[src/rtl/dram_pkg.sv]
// Shared definitions for the DRAM traffic generator and its read checker:
// request-word layout, issue/check state encodings and small helpers.
package dram_pkg;

    // Request word is {addr, rw}; rw sits in bit 0, 1 means write.
    localparam int   REQ_RW_BIT = 0;
    localparam logic REQ_WRITE  = 1'b1;
    localparam logic REQ_READ   = 1'b0;

    typedef enum logic [1:0] {IDLE, WR, RD, DRAIN} issue_state_e;
    typedef enum logic       {CHK, GAP}            chk_state_e;

    // Page-address width from memory size and page width.
    function automatic int addr_size(input int log_dram_size, input int page_len);
        return log_dram_size - $clog2(page_len);
    endfunction

    // Pack/unpack in a 32-bit container; callers size-cast to LOG_REQ_SIZE.
    function automatic logic [31:0] pack_req(input logic [30:0] addr, input logic rw);
        return {addr, rw};
    endfunction

    function automatic logic req_is_write(input logic [31:0] req);
        return req[REQ_RW_BIT] == REQ_WRITE;
    endfunction

endpackage

[src/rtl/dram_read_checker.sv]
// Pops read data one word per two cycles, compares each word with its page
// address and keeps the sticky error, saturating count and first bad address.
module dram_read_checker
    import dram_pkg::*;
#(
    parameter int PAGE_LEN      = 32,
    parameter int LOG_ADDR_SIZE = 1,
    parameter int ERR_CNT_W     = 16
) (
    input  logic                     clk,
    input  logic                     rst,
    input  logic                     clear,
    input  logic                     active,
    input  logic [PAGE_LEN-1:0]      rd_data,
    input  logic                     rd_empty,
    output logic                     rd_en,
    output logic                     error,
    output logic [ERR_CNT_W-1:0]     err_count,
    output logic [LOG_ADDR_SIZE-1:0] err_addr,
    output logic                     chk_done
);

    chk_state_e               phase;
    logic [LOG_ADDR_SIZE:0]   chk_cnt;    // one extra bit: reaching NPAGES sets the MSB
    logic [LOG_ADDR_SIZE-1:0] chk_addr;
    logic                     mismatch;

    assign chk_addr = chk_cnt[LOG_ADDR_SIZE-1:0];
    assign chk_done = chk_cnt[LOG_ADDR_SIZE];
    assign mismatch = rd_data != PAGE_LEN'(chk_addr);

    // Pop/compare handshake; the GAP cycle lets the FIFO empty flag settle.
    always_ff @(posedge clk) begin
        if (rst) begin
            phase     <= CHK;
            rd_en     <= 1'b0;
            chk_cnt   <= '0;
            error     <= 1'b0;
            err_count <= '0;
            err_addr  <= '0;
        end else if (clear) begin
            phase     <= CHK;
            rd_en     <= 1'b0;
            chk_cnt   <= '0;
            error     <= 1'b0;
            err_count <= '0;
        end else begin
            rd_en <= 1'b0;
            case (phase)
                CHK: if (active && !chk_done && !rd_empty) begin
                    rd_en   <= 1'b1;
                    chk_cnt <= chk_cnt + 1'b1;
                    phase   <= GAP;
                    if (mismatch) begin
                        error <= 1'b1;
                        if (err_count != '1) err_count <= err_count + 1'b1;
                        if (!error) err_addr <= chk_addr;
                    end
                end
                GAP:     phase <= CHK;
                default: phase <= CHK;
            endcase
        end
    end

endmodule

[src/rtl/dram_traffic_gen.sv]
// Self-checking DRAM traffic source: writes every page with its own address,
// reads every page back and lets the read checker verify the returned data.
module dram_traffic_gen
    import dram_pkg::*;
#(
    parameter int LOG_DRAM_SIZE = 6,
    parameter int PAGE_LEN      = 32,
    parameter int LOG_ADDR_SIZE = LOG_DRAM_SIZE - $clog2(PAGE_LEN),
    parameter int LOG_REQ_SIZE  = 1 + LOG_ADDR_SIZE,
    parameter int ERR_CNT_W     = 16
) (
    input  logic                     clk,
    input  logic                     rst,
    input  logic                     start,
    output logic                     frq_write_en,
    output logic [LOG_REQ_SIZE-1:0]  frq_write_data,
    input  logic                     frq_full,
    output logic                     fin_write_en,
    output logic [PAGE_LEN-1:0]      fin_write_data,
    input  logic                     fin_full,
    output logic                     fout_read_en,
    input  logic [PAGE_LEN-1:0]      fout_read_data,
    input  logic                     fout_empty,
    output logic                     busy,
    output logic                     done,
    output logic                     error,
    output logic [ERR_CNT_W-1:0]     err_count,
    output logic [LOG_ADDR_SIZE-1:0] err_addr
);

    localparam logic [LOG_ADDR_SIZE-1:0] LAST_ADDR = '1;

    issue_state_e             state;
    logic [LOG_ADDR_SIZE-1:0] addr;
    logic                     run_start;
    logic                     chk_active;
    logic                     chk_done;

    assign run_start  = (state == IDLE) && start;
    assign chk_active = (state == RD) || (state == DRAIN);

    // Issue FSM: write pass, read pass, then wait for the checker to finish.
    always_ff @(posedge clk) begin
        if (rst) begin
            state          <= IDLE;
            addr           <= '0;
            frq_write_en   <= 1'b0;
            frq_write_data <= '0;
            fin_write_en   <= 1'b0;
            fin_write_data <= '0;
            busy           <= 1'b0;
            done           <= 1'b0;
        end else begin
            frq_write_en <= 1'b0;
            fin_write_en <= 1'b0;
            case (state)
                IDLE: if (start) begin
                    state <= WR;
                    busy  <= 1'b1;
                    done  <= 1'b0;
                    addr  <= '0;
                end
                WR: if (!frq_full && !fin_full) begin
                    frq_write_en   <= 1'b1;
                    frq_write_data <= LOG_REQ_SIZE'(pack_req(31'(addr), REQ_WRITE));
                    fin_write_en   <= 1'b1;
                    fin_write_data <= PAGE_LEN'(addr);
                    addr           <= addr + 1'b1;
                    if (addr == LAST_ADDR) state <= RD;
                end
                RD: if (!frq_full) begin
                    frq_write_en   <= 1'b1;
                    frq_write_data <= LOG_REQ_SIZE'(pack_req(31'(addr), REQ_READ));
                    addr           <= addr + 1'b1;
                    if (addr == LAST_ADDR) state <= DRAIN;
                end
                DRAIN: if (chk_done) begin
                    state <= IDLE;
                    busy  <= 1'b0;
                    done  <= 1'b1;
                end
                default: state <= IDLE;
            endcase
        end
    end

    dram_read_checker #(
        .PAGE_LEN      (PAGE_LEN),
        .LOG_ADDR_SIZE (LOG_ADDR_SIZE),
        .ERR_CNT_W     (ERR_CNT_W)
    ) u_checker (
        .clk       (clk),
        .rst       (rst),
        .clear     (run_start),
        .active    (chk_active),
        .rd_data   (fout_read_data),
        .rd_empty  (fout_empty),
        .rd_en     (fout_read_en),
        .error     (error),
        .err_count (err_count),
        .err_addr  (err_addr),
        .chk_done  (chk_done)
    );

endmodule

[config.mk]
export PLATFORM = sky130hd
export DESIGN_NAME = dram_traffic_gen
export DESIGN_NICKNAME = d
export VERILOG_FILES = /design/src/rtl/dram_pkg.sv /design/src/rtl/dram_read_checker.sv /design/src/rtl/dram_traffic_gen.sv
export SDC_FILE = /design/constraint.sdc
export NUM_CORES = 1
export LEC_CHECK = 0
export ABC_AREA = 1
export CAP_MARGIN = 20
export CORE_UTILIZATION = 40
export CTS_CLUSTER_SIZE = 30
export DETAILED_ROUTE_END_ITERATION = 10
export PLACE_DENSITY = 0.77
export SYNTH_ARGS = -nofsm -noshare
export SYNTH_HDL_FRONTEND = slang
export SYNTH_HIERARCHICAL = 1
export SYNTH_SLANG_ARGS = --single-unit
[constraint.sdc]
create_clock -name clk -period 3.75 [get_ports clk]
set_clock_uncertainty 0.15 [all_clocks]
set_input_delay 1.125 -clock clk [delete_from_list [all_inputs] [get_ports clk]]
set_output_delay 1.125 -clock clk [all_outputs]
set_load 0.005 [all_outputs]
==> After elaboration in Yosys (flattened, before gate mapping) <==
Cells that the tools add are included.
{ "totals": {"register_bits": 32, "input_bits": 38, "out_inout_bits": 57, "wordCells": 81} }
{ "op_classes": {"n_addsub": 3, "n_eq_ne": 11, "mux": 24, "n_bitwise": 4, "reduce_logical": 25} }
{ "ops": {"columns": ["operator", "n"], "rows": [
  ["!= test 32 x 1 -> 1 bit", 1],
  ["adder 16 x 1 -> 16 bit (second input constant)", 1],
  ["2-to-1 mux 2 bit", 8],
  ["!= test 16 bit (second input constant)", 1],
  ["!= test 2 bit (second input constant)", 5],
  ["2-to-1 mux 1 bit", 9],
  ["AND reduction 3 bit", 3],
  ["one-hot mux 1 bit (2 select lines)", 4],
  ["one-hot mux 2 bit (4 select lines)", 1],
  ["AND reduction 4 bit", 2],
  ["AND reduction 6 bit", 1],
  ["AND reduction 5 bit", 1],
  ["== test 2 bit (second input constant)", 2],
  ["logical AND 1 bit", 4],
  ["zero test 1 bit", 4],
  ["inverter 1 bit", 4],
  ["one-hot mux 2 bit (2 select lines)", 1],
  ["AND reduction 2 bit", 2],
  ["nonzero test 2 bit", 2],
  ["OR reduction 2 bit", 2],
  ["one-hot mux 1 bit (3 select lines)", 1],
  ["nonzero test 3 bit", 1],
  ["OR reduction 3 bit", 1],
  ["adder 2 x 1 -> 2 bit (second input constant)", 1],
  ["other kinds (5)", 5]
]} }

==> Logic depth before layout (Yosys ltp) <==
Gate-level depths: netlist of the first run.
{ "depth": {"ltp_word": 6, "depth_mapped": 11, "ltp_nobuf": 11} }

==> Cells and area by module <==
Netlist of the first run, hierarchy kept.
{ "modules_own_cells": {"columns": ["mod", "instances", "cells_per_inst", "area_each_um2", "seq_area_each_um2"], "rows": [
  ["dram_read_checker", 1, 221, 1360.1, 420.4],
  ["dram_traffic_gen", 1, 117, 797.0, 200.2]
]} }

==> Least setup slack after synthesis of the first run <==
Ideal clock, no wire load.
{ "synth_path": {"kind": "input to register", "from": "input fout_empty", "to": "register u_checker.err_count[6]", "setup_time_ns": 0.067, "t_arrival_ns": 2.069, "required_time_ns": 3.533, "slack_ns": 1.464, "path_stages": 6, "n_path_buf": 1, "cell_sequence": "nor3b_1 nand2_1 inv_1 buf_1 nand4_1 a21oi_2"} }
{ "synth_via": {"elab_chain_cells": 3} }
{ "synth_lines": {"columns": ["item", "line", "rtl"], "rows": [
  ["start: declaration", "dram_traffic_gen.sv:23", "input logic fout_empty,"],
  ["zero test 1 bit", "dram_read_checker.sv:50", "CHK: if (active && !chk_done && !rd_empty) begin"],
  ["logical AND 1 bit", "dram_read_checker.sv:50", null],
  ["AND reduction 4 bit (no line)", null, null],
  ["end signal: assignment", "dram_read_checker.sv:56", "if (err_count != '1) err_count <= err_count + 1'b1;"],
  ["end: declaration", "dram_read_checker.sv:18", "output logic [ERR_CNT_W-1:0] err_count,"]
]} }
No other way between the ends.
A chain may end at the register's enable or synchronous reset.

==> Worst setup path after layout of the first run <==
{ "layout_path": {"from": "input fout_read_data[8]", "to": "register u_checker.err_count[6]"} }
{ "layout_via": {"elab_chain_cells": 2} }
{ "layout_lines": {"columns": ["item", "line", "rtl"], "rows": [
  ["start: declaration", "dram_traffic_gen.sv:22", "input logic [PAGE_LEN-1:0] fout_read_data,"],
  ["!= test 32 x 1 -> 1 bit", "dram_read_checker.sv:30", "assign mismatch = rd_data != PAGE_LEN'(chk_addr);"],
  ["AND reduction 4 bit (no line)", null, null]
]} }
No other way between the ends.

==> flow_metrics.env, run 1 <==
export IMPL_cts_made_buffers=5
export IMPL_dpl_hpwl_mm=3.93
export IMPL_yosysMostFrequentCell="nand2_1"
export IMPL_antennaDiodeCount=0
export IMPL_gp_congestion=0.881
export IMPL_setup_violations=0
export IMPL_path_clk_slew_ps=60
export IMPL_cts_resized=0
export IMPL_maxSlewViolCount=0
export IMPL_wl_mm=4.93
export IMPL_postCtsSetupBuffers=0
export IMPL_synth_area_top_cells="dfxtp_1 29%, nand2_1 15%, nor2_1 11%"
export IMPL_critPathLaunchType="input port"
export IMPL_rsz0062_at_grt="no"
export IMPL_synth_top_cell_by_area="dfxtp_1"
export IMPL_antenna_found_initial=0
export IMPL_fin_crit_ps=2700
export IMPL_start_util=0.420
export IMPL_areaGrowthSynthToFinish_pct=30.6
export IMPL_crit_type="input port to flop"
export IMPL_fp_dieH_um=75.4
export IMPL_hp_class="flop to flop"
export IMPL_io_pins=95
export IMPL_maxCapViolations=0
export IMPL_use_met3=0.0463
export IMPL_ys_warn_count=6
export IMPL_cp_end_kind="flop"
export IMPL_grt_pass1_wl_mm=7.83
export IMPL_met2_usage=0.313
export IMPL_syn_inst=338
export IMPL_crit_slowest_cell="clkdlybuf4s50_1"
export IMPL_path_cells="clkdlybuf4s50_1 -> nor2_1 -> nand2_1 -> nor2_1 -> inv_1 -> nor2_1 -> nand2_1 -> nand3_4 -> nand2_1 -> a21oi_2"
export IMPL_design_die_area_um2=5690
export IMPL_fp_dieW_um=75.4
export IMPL_power_density_nw_per_um2=414
export IMPL_num_vias=2174
export IMPL_finalCritPeriodShare=0.719
export IMPL_htree_levels=2
export IMPL_drive_above_1_share=0.0498
export IMPL_synth_seq_area_share=0.288
export IMPL_max_slew_worst_pin_slew_ps=582
export IMPL_drt_iter0_markers=77
export IMPL_synth_top_area_frac=0.288
export IMPL_cts_hold_buffers=0
export IMPL_relSlewSlack=0.611
export IMPL_synth_avg_cell_area_um2=6.38
export IMPL_worstPathRequired_ps=3790
export IMPL_max_freq_ghz=0.371
export IMPL_fill_cells=538
export IMPL_dr_pass1_iters=4
export IMPL_grt_use_met1=0.214
export IMPL_cts_tree="built"
export IMPL_clockRootBuffer="clkbuf_8"
export IMPL_grt_ovfl_total=0
export IMPL_rows=26
export IMPL_path_max_fanout=16
export IMPL_synthFlopType="dfxtp_1"
export IMPL_worst_path_largest_cell_delay_ps=410
export IMPL_dp_slack_ps=728
export IMPL_fin_nets=446
export IMPL_outcome="complete, no violations"
export IMPL_grt_max_degree=20
export IMPL_synth_seq_cells=31
export IMPL_peakVddDrop_mv=0.441
export IMPL_crit_arrival_ps=2740
export IMPL_worst_slack_ps=1050
export IMPL_ff_latch_area_um2=621
export IMPL_drtAntennaViolNets=0
export IMPL_grtUsageTotal=0.178
export IMPL_port_buffers=63
export IMPL_core_um2=5140
export IMPL_clock_path_buffers=2
export IMPL_tns_ps=0
export IMPL_r2r_slack_ps=1530
export IMPL_final_hold_viol_count=0
export IMPL_synthDistinctLibCells=29
export IMPL_routed_via_density=4.61
export IMPL_grt_busiest_layer="met2"
export IMPL_min_path_cells=2
export IMPL_worst_r2r_cell_count=10
export IMPL_p_leak_nw=1.19
export IMPL_multi_input_area_um2=1230
export IMPL_first_global_vias=1856
export IMPL_synth_common_cells="86 x nand2_1, 63 x nor2_1, 37 x inv_1"
export IMPL_clock_latency_ps=280
export IMPL_async_flop_share=0
export IMPL_syn_area_um2=2160
export IMPL_synth_edff_count=0
export IMPL_route_detailed_drc=0
export IMPL_clock_sinks=31
export IMPL_wl_per_cell_um=10.4
[placed cells by master (no fill, tap or decap)]
| cell type | synthesis | layout |
|---|---|---|
| nand2_1 | 86 | 86 |
| nor2_1 | 63 | 63 |
| clkdlybuf4s50_1 | 0 | 63 |
| inv_1 | 37 | 37 |
| conb_1 | 1 | 31 |
| dfxtp_1 | 31 | 31 |
| a21oi_1 | 18 | 18 |
| nand3_1 | 17 | 17 |
| nand4_1 | 14 | 14 |
| ha_1 | 6 | 6 |
| clkbuf_8 | 0 | 6 |
| xor2_1 | 6 | 6 |
| xnor2_1 | 5 | 5 |
| nand2_2 | 3 | 3 |
| inv_2 | 2 | 2 |
| clkinv_2 | 1 | 2 |
| nor2_2 | 2 | 2 |
| a211oi_1 | 1 | 1 |
| nand2_4 | 1 | 1 |
| o21ai_2 | 1 | 1 |
| a31oi_1 | 1 | 1 |
| nor3b_1 | 1 | 1 |
| nand4_4 | 1 | 1 |
| nand3_4 | 1 | 1 |
| clkinv_1 | 1 | 1 |
| o21ai_0 | 1 | 1 |
| a21oi_2 | 1 | 1 |
[layer usage]
metal | part of all wire | wire, um | up-vias
met3 | 0.090 | 441 | 5
li1 | - | - | 1118
met2 | 0.47 | 2300 | 84
met5 | 0 | 0 | -
met4 | 0.0085 | 42 | 0
met1 | 0.44 | 2140 | 967
[flip-flops by register name, summed over array words and instances (netlist names)]
name                 flops
done                     1
frq_write_data           2
fin_write_en             1
u_checker/rd_en          1
busy                     1
u_checker/err_addr       1
frq_write_en             1
fin_write_data           1
u_checker/err_count     16
state                    2
u_checker/error          1
u_checker/chk_cnt        2
addr                     1
[stage by stage]
stage / instance area, um2 / power, mW / hold WS, ps / cells / util
5_1_grt: 2820 / 1.27 / 357 / 472 / 0.548
2_1_floorplan: 2270 / 0.786 / 300 / 368 / -
3_3_place_gp: 2730 / 0.905 / 305 / 465 / 0.531
3_5_place_dp: 2730 / 0.916 / 320 / 465 / 0.531
6_report: 2820 / 1.16 / 327 / 472 / 0.548
4_1_cts: 2820 / 1.17 / 335 / 472 / 0.548
[path summary, 6_finish.rpt]
| kind | startpoint | to |
|---|---|---|
| max | fout_read_data[8] | u_checker/err_count[6] |
| min | fin_write_data[0] | fin_write_data[0] |
| max reg2reg | state[0] | u_checker/err_count[6] |
| min reg2reg | fin_write_data[0] | fin_write_data[0] |
[critical path: cells and delay by family]
kind                   cells  cell delay (ps)
buffers and inverters      2              470
AO/OA/AOI/OAI              1              120
AND/OR/NAND/NOR            7             1020
[cells by family after synthesis]
| logic type | Yosys count | share of synthesized area |
|---|---|---|
| AND/OR/NAND/NOR | 189 | 0.381 |
| buffers and inverters | 77 | 0.192 |
| flip-flops | 31 | 0.288 |
| AO/OA/AOI/OAI | 23 | 0.0586 |
| XOR/XNOR | 11 | 0.0447 |
| adder cells (fa/ha/maj) | 6 | 0.0348 |
| other | 1 | 0.00174 |
[power breakdown]
group          total [mW]  internal, mW  switching, mW
clock network       0.256         0.144          0.113
registers           0.406         0.372         0.0343
logic               0.502         0.204          0.298
[cell type report]
class                           count  area share
Clock inverter                      1     0.00178
Clock buffer                        6      0.0293
Tap cell                           70      0.0311
Multi-Input combinational cell    260       0.438
Inverter                           41      0.0551
Timing Repair Buffer               63       0.224
Sequential cell                    31       0.220
Power figures use the tool's default switching activity.
==> run 2: changes to the inputs <==
--- a/config.mk
+++ b/config.mk
@@ -7,7 +7,7 @@
 export LEC_CHECK = 0
 export ABC_AREA = 1
 export CAP_MARGIN = 20
-export CORE_UTILIZATION = 40
+export CORE_UTILIZATION = 38
 export CTS_CLUSTER_SIZE = 30
 export DETAILED_ROUTE_END_ITERATION = 10
 export PLACE_DENSITY = 0.77
==> constraint.sdc (replaced) <==
create_clock -name clk -period 2.3 [get_ports clk]
set_clock_uncertainty 0.15 [all_clocks]
set_input_delay 0.69 -clock clk [delete_from_list [all_inputs] [get_ports clk]]
set_output_delay 0.69 -clock clk [all_outputs]
set_load 0.005 [all_outputs]
==> flow_metrics.env, run 2 (synthesized netlist as in run 1, its figures left out) <==
export IMPL_final_cell_count_no_fill=482
export IMPL_cts_hold_buffers=0
export IMPL_path_cells="clkdlybuf4s50_1"
export IMPL_fin_crit_ps=2130
export IMPL_hp_class="flop to flop"
export IMPL_worst_path_largest_cell_delay_ps=550
export IMPL_clock_sinks=31
export IMPL_io_pins=95
export IMPL_maxSlewViolCount=0
export IMPL_power_density_nw_per_um2=699
export IMPL_wl_mm=5.38
export IMPL_dr_pass1_iters=4
export IMPL_fin_nets=453
export IMPL_drt_iter0_markers=105
export IMPL_drtAntennaViolNets=0
export IMPL_rows=27
export IMPL_dp_slack_ps=-152
export IMPL_critPathLaunchType="flop"
export IMPL_power_mw=2.02
export IMPL_clock_path_buffers=2
export IMPL_path_max_fanout=6
export IMPL_design_die_area_um2=5980
export IMPL_path_clk_slew_ps=70
export IMPL_antenna_found_initial=0
export IMPL_postCtsSetupBuffers=0
export IMPL_finalCritPeriodShare=0.925
export IMPL_cts_tree="built"
export IMPL_cp_end_kind="primary output"
export IMPL_grt_ovfl_total=0
export IMPL_final_hold_viol_count=0
export IMPL_core_um2=5470
export IMPL_peakVddDrop_mv=0.605
export IMPL_dpl_hpwl_mm=4.16
export IMPL_dp_cells=474
export IMPL_grt_max_degree=17
export IMPL_fin_util=0.527
export IMPL_htree_levels=2
export IMPL_fill_cells=556
export IMPL_clockRootBuffer="clkbuf_8"
export IMPL_largest_reg_flops=16
export IMPL_antennaDiodeCount=0
export IMPL_grtUsageTotal=0.184
export IMPL_cts_made_buffers=5
export IMPL_start_util=0.394
export IMPL_cp_num_buf_inv=1
export IMPL_areaGrowthSynthToFinish_pct=33.8
export IMPL_setup_violations=0
export IMPL_crit_slowest_cell="clkdlybuf4s50_1"
export IMPL_drive_above_1_share=0.0683
export IMPL_fin_hold_ws_ps=322
export IMPL_crit_type="flop to primary output"
export IMPL_crit_family="buffers and inverters"
export IMPL_final_common_cell="nand2_1"
export IMPL_worstPathRequired_ps=1460
export IMPL_clock_latency_ps=290
export IMPL_crit_arrival_ps=1290
export IMPL_max_freq_ghz=0.470
export IMPL_fp_dieW_um=77.3
export IMPL_worst_slack_ps=172
export IMPL_cts_resized=0
export IMPL_p_leak_nw=1.23
export IMPL_rsz0062_at_grt="no"
export IMPL_gp_congestion=0.880
export IMPL_route_detailed_drc=0
export IMPL_routed_via_density=4.56
export IMPL_largest_register="u_checker/err_count"
export IMPL_layout_common_cells="86 x nand2_1, 63 x clkdlybuf4s50_1, 62 x nor2_1"
export IMPL_outcome="complete, no violations"
export IMPL_maxCapViolations=0
export IMPL_fp_dieH_um=77.3
export IMPL_first_global_vias=1920
export IMPL_port_buffers=63
export IMPL_wl_per_cell_um=11.2
export IMPL_grt_pass1_wl_mm=8.71
export IMPL_num_vias=2196
run 2: path summary, 6_finish.rpt:
path | depth (start not counted) | slack (ps) | to | start
setup reg to reg | 10 | 250 | u_checker/err_count[10] | state[0]
setup / recovery | 1 | 170 | err_count[12] | u_checker/err_count[12]
hold reg to reg | 2 | 320 | done | done
hold / removal | 2 | 320 | done | done
run 2: worst register-to-register path, cell delays in order (launching register included):
cell and delay, ps:
dfxtp_1 330, inv_1 120, ha_1 270, inv_1 60, nand2_1 60, nor3b_1 200
nand2_1 160, inv_1 140, buf_4 200, nand4_1 130, a21oi_1 160
run 2: where the power goes:
part | leakage (nW) | internal (mW) | switching, mW
clock network | 0.0515 | 0.273 | 0.215
registers | 0.251 | 0.606 | 0.0562
logic | 0.923 | 0.364 | 0.504
total | 1.23 | 1.24 | 0.776
run 2: per-layer routing:
layer | share of wire | up-vias | global-route usage
li1 | - | 1131 | -
met4 | 0.013 | 0 | 0.0736
met1 | 0.44 | 971 | 0.220
met3 | 0.090 | 6 | 0.0612
met5 | 0 | - | 0
met2 | 0.46 | 88 | 0.301
run 2: layout make-up:
type	instances	area [um2]	area share
clock buffer	8	100	0.0347
inverter	41	155	0.0537
multi-input combinational	260	1240	0.429
sequential	31	621	0.215
tap	72	90.1	0.0312
timing repair buffer	70	683	0.237
run 2: metrics by stage:
| step | TNS, ps | area, um2 |
|---|---|---|
| 2_1_floorplan | 0 | 2270 |
| 3_3_place_gp | -440 | 2780 |
| 3_5_place_dp | -1190 | 2780 |
| 4_1_cts | 0 | 2880 |
| 5_1_grt | 0 | 2890 |
| 6_report | 0 | 2890 |
==> run 3: changes to the inputs <==
--- a/config.mk
+++ b/config.mk
@@ -10,6 +10,7 @@
 export CORE_UTILIZATION = 38
 export CTS_CLUSTER_SIZE = 30
 export DETAILED_ROUTE_END_ITERATION = 10
+export GPL_TIMING_DRIVEN = 0
 export PLACE_DENSITY = 0.77
 export SYNTH_ARGS = -nofsm -noshare
 export SYNTH_HDL_FRONTEND = slang
==> flow_metrics.env, run 3 (synthesized netlist as in run 1, its figures left out) <==
export IMPL_outcome="complete, no violations"
export IMPL_fin_crit_ps=2200
export IMPL_fin_nets=482
export IMPL_port_buffers=63
export IMPL_worstPathRequired_ps=2370
export IMPL_path_clk_slew_ps=70
export IMPL_max_slew_worst_pin_slew_ps=513
export IMPL_wl_mm=5.37
export IMPL_largest_reg_flops=16
export IMPL_io_pins=95
export IMPL_final_cell_count_no_fill=511
export IMPL_path_cells="clkdlybuf4s50_1 -> nor2_1 -> clkinv_1 -> clkbuf_1 -> a21oi_1"
export IMPL_crit_family="buffers and inverters"
export IMPL_setup_violations=0
export IMPL_gp_congestion=0.952
export IMPL_critPathLaunchType="input port"
export IMPL_clock_sinks=31
export IMPL_cts_made_buffers=5
export IMPL_finalCritPeriodShare=0.957
export IMPL_drt_iter0_markers=115
export IMPL_wl_per_cell_um=10.5
export IMPL_tns_ps=0
export IMPL_final_common_cell="nand2_1"
export IMPL_clock_path_buffers=2
export IMPL_grt_ovfl_total=0
export IMPL_drtAntennaViolNets=0
export IMPL_antenna_found_initial=0
export IMPL_dp_cells=503
export IMPL_cts_resized=0
export IMPL_crit_slowest_cell="clkdlybuf4s50_1"
export IMPL_postCtsSetupBuffers=0
export IMPL_dr_pass1_iters=4
export IMPL_rows=27
export IMPL_hp_class="flop to flop"
export IMPL_antennaDiodeCount=0
export IMPL_clock_latency_ps=290
export IMPL_maxCapViolations=0
export IMPL_r2r_slack_ps=170
export IMPL_peakVddDrop_mv=0.633
export IMPL_fill_cells=521
export IMPL_maxSlewViolCount=0
export IMPL_core_um2=5470
export IMPL_start_util=0.394
export IMPL_largest_register="u_checker/err_count"
export IMPL_worst_path_largest_cell_delay_ps=550
export IMPL_areaGrowthSynthToFinish_pct=42.7
export IMPL_max_freq_ghz=0.454
export IMPL_rsz0062_at_grt="no"
export IMPL_final_hold_viol_count=0
export IMPL_fp_dieH_um=77.3
export IMPL_routed_via_density=4.46
export IMPL_htree_levels=2
export IMPL_grt_pass1_wl_mm=8.63
export IMPL_cp_end_kind="flop"
export IMPL_grtUsageTotal=0.178
export IMPL_p_leak_nw=1.38
export IMPL_layout_common_cells="86 x nand2_1, 63 x clkdlybuf4s50_1, 62 x nor2_1"
export IMPL_crit_arrival_ps=2270
export IMPL_cts_hold_buffers=0
export IMPL_fp_dieW_um=77.3
export IMPL_grt_max_degree=11
export IMPL_num_vias=2278
export IMPL_design_die_area_um2=5980
export IMPL_relSlewSlack=0.658
export IMPL_drive_above_1_share=0.128
export IMPL_path_max_fanout=10
export IMPL_cts_tree="built"
export IMPL_multi_input_area_um2=1240
export IMPL_power_density_nw_per_um2=643
export IMPL_cp_num_buf_inv=3
export IMPL_dpl_hpwl_mm=4.26
export IMPL_clockRootBuffer="clkbuf_8"
export IMPL_first_global_vias=1962
export IMPL_ff_latch_area_um2=621
export IMPL_route_detailed_drc=0
export IMPL_crit_type="input port to flop"
run 3: metal layers:
metal  wire [um]  share of wire  vias to the layer above  track usage
met5           0              0                        -            0
met4          61          0.011                        0       0.0698
met3         538           0.10                        9       0.0506
met2        2480           0.46                       94        0.308
met1        2290           0.43                      985        0.207
li1            -              -                     1190            -
run 3: worst register-to-register path, cell delays in order (launching register included):
cell and delay (ps):
dfxtp_1 330, inv_1 120, ha_1 260, inv_1 60, nand2_1 50, nor3b_1 190, nand2_1 160, inv_1 160
clkbuf_2 260, nand4_1 160, a21oi_2 150
run 3: worst paths after layout:
check | startpoint | end | cells after the start
worst max-delay path | rst | u_checker/err_count[11] | 5
worst min-delay path | fin_write_data[0] | fin_write_data[0] | 2
worst max register to register | state[0] | u_checker/err_count[6] | 10
worst min register to register | fin_write_data[0] | fin_write_data[0] | 2
run 3: report_power, final:
group | switching (mW) | internal, mW | total (mW)
clock | 0.215 | 0.207 | 0.422
combinational | 0.512 | 0.384 | 0.895
sequential | 0.0560 | 0.606 | 0.662
run 3: area by class of cell:
type | instances | share of cell area
plain buffers | 36 | 0.0849
inverters | 41 | 0.0504
well taps | 72 | 0.0293
clock inverters | 3 | 0.00488
clock buffers | 5 | 0.0223
multi-input cells | 260 | 0.402
repair buffers | 63 | 0.205
flip-flops and latches | 31 | 0.202
run 3: per-stage QoR:
step	power [mW]	hold WS, ps	area [um2]	util	setup WS [ps]
after global placement	1.54	307	2990	0.546	-243
after detailed placement	1.56	307	2990	0.546	-264
after CTS	1.99	317	3070	0.562	33.3
after floorplan	1.28	300	2270	-	418
final	1.98	315	3080	0.563	98.2
after global routing	2.15	351	3080	0.563	2.47
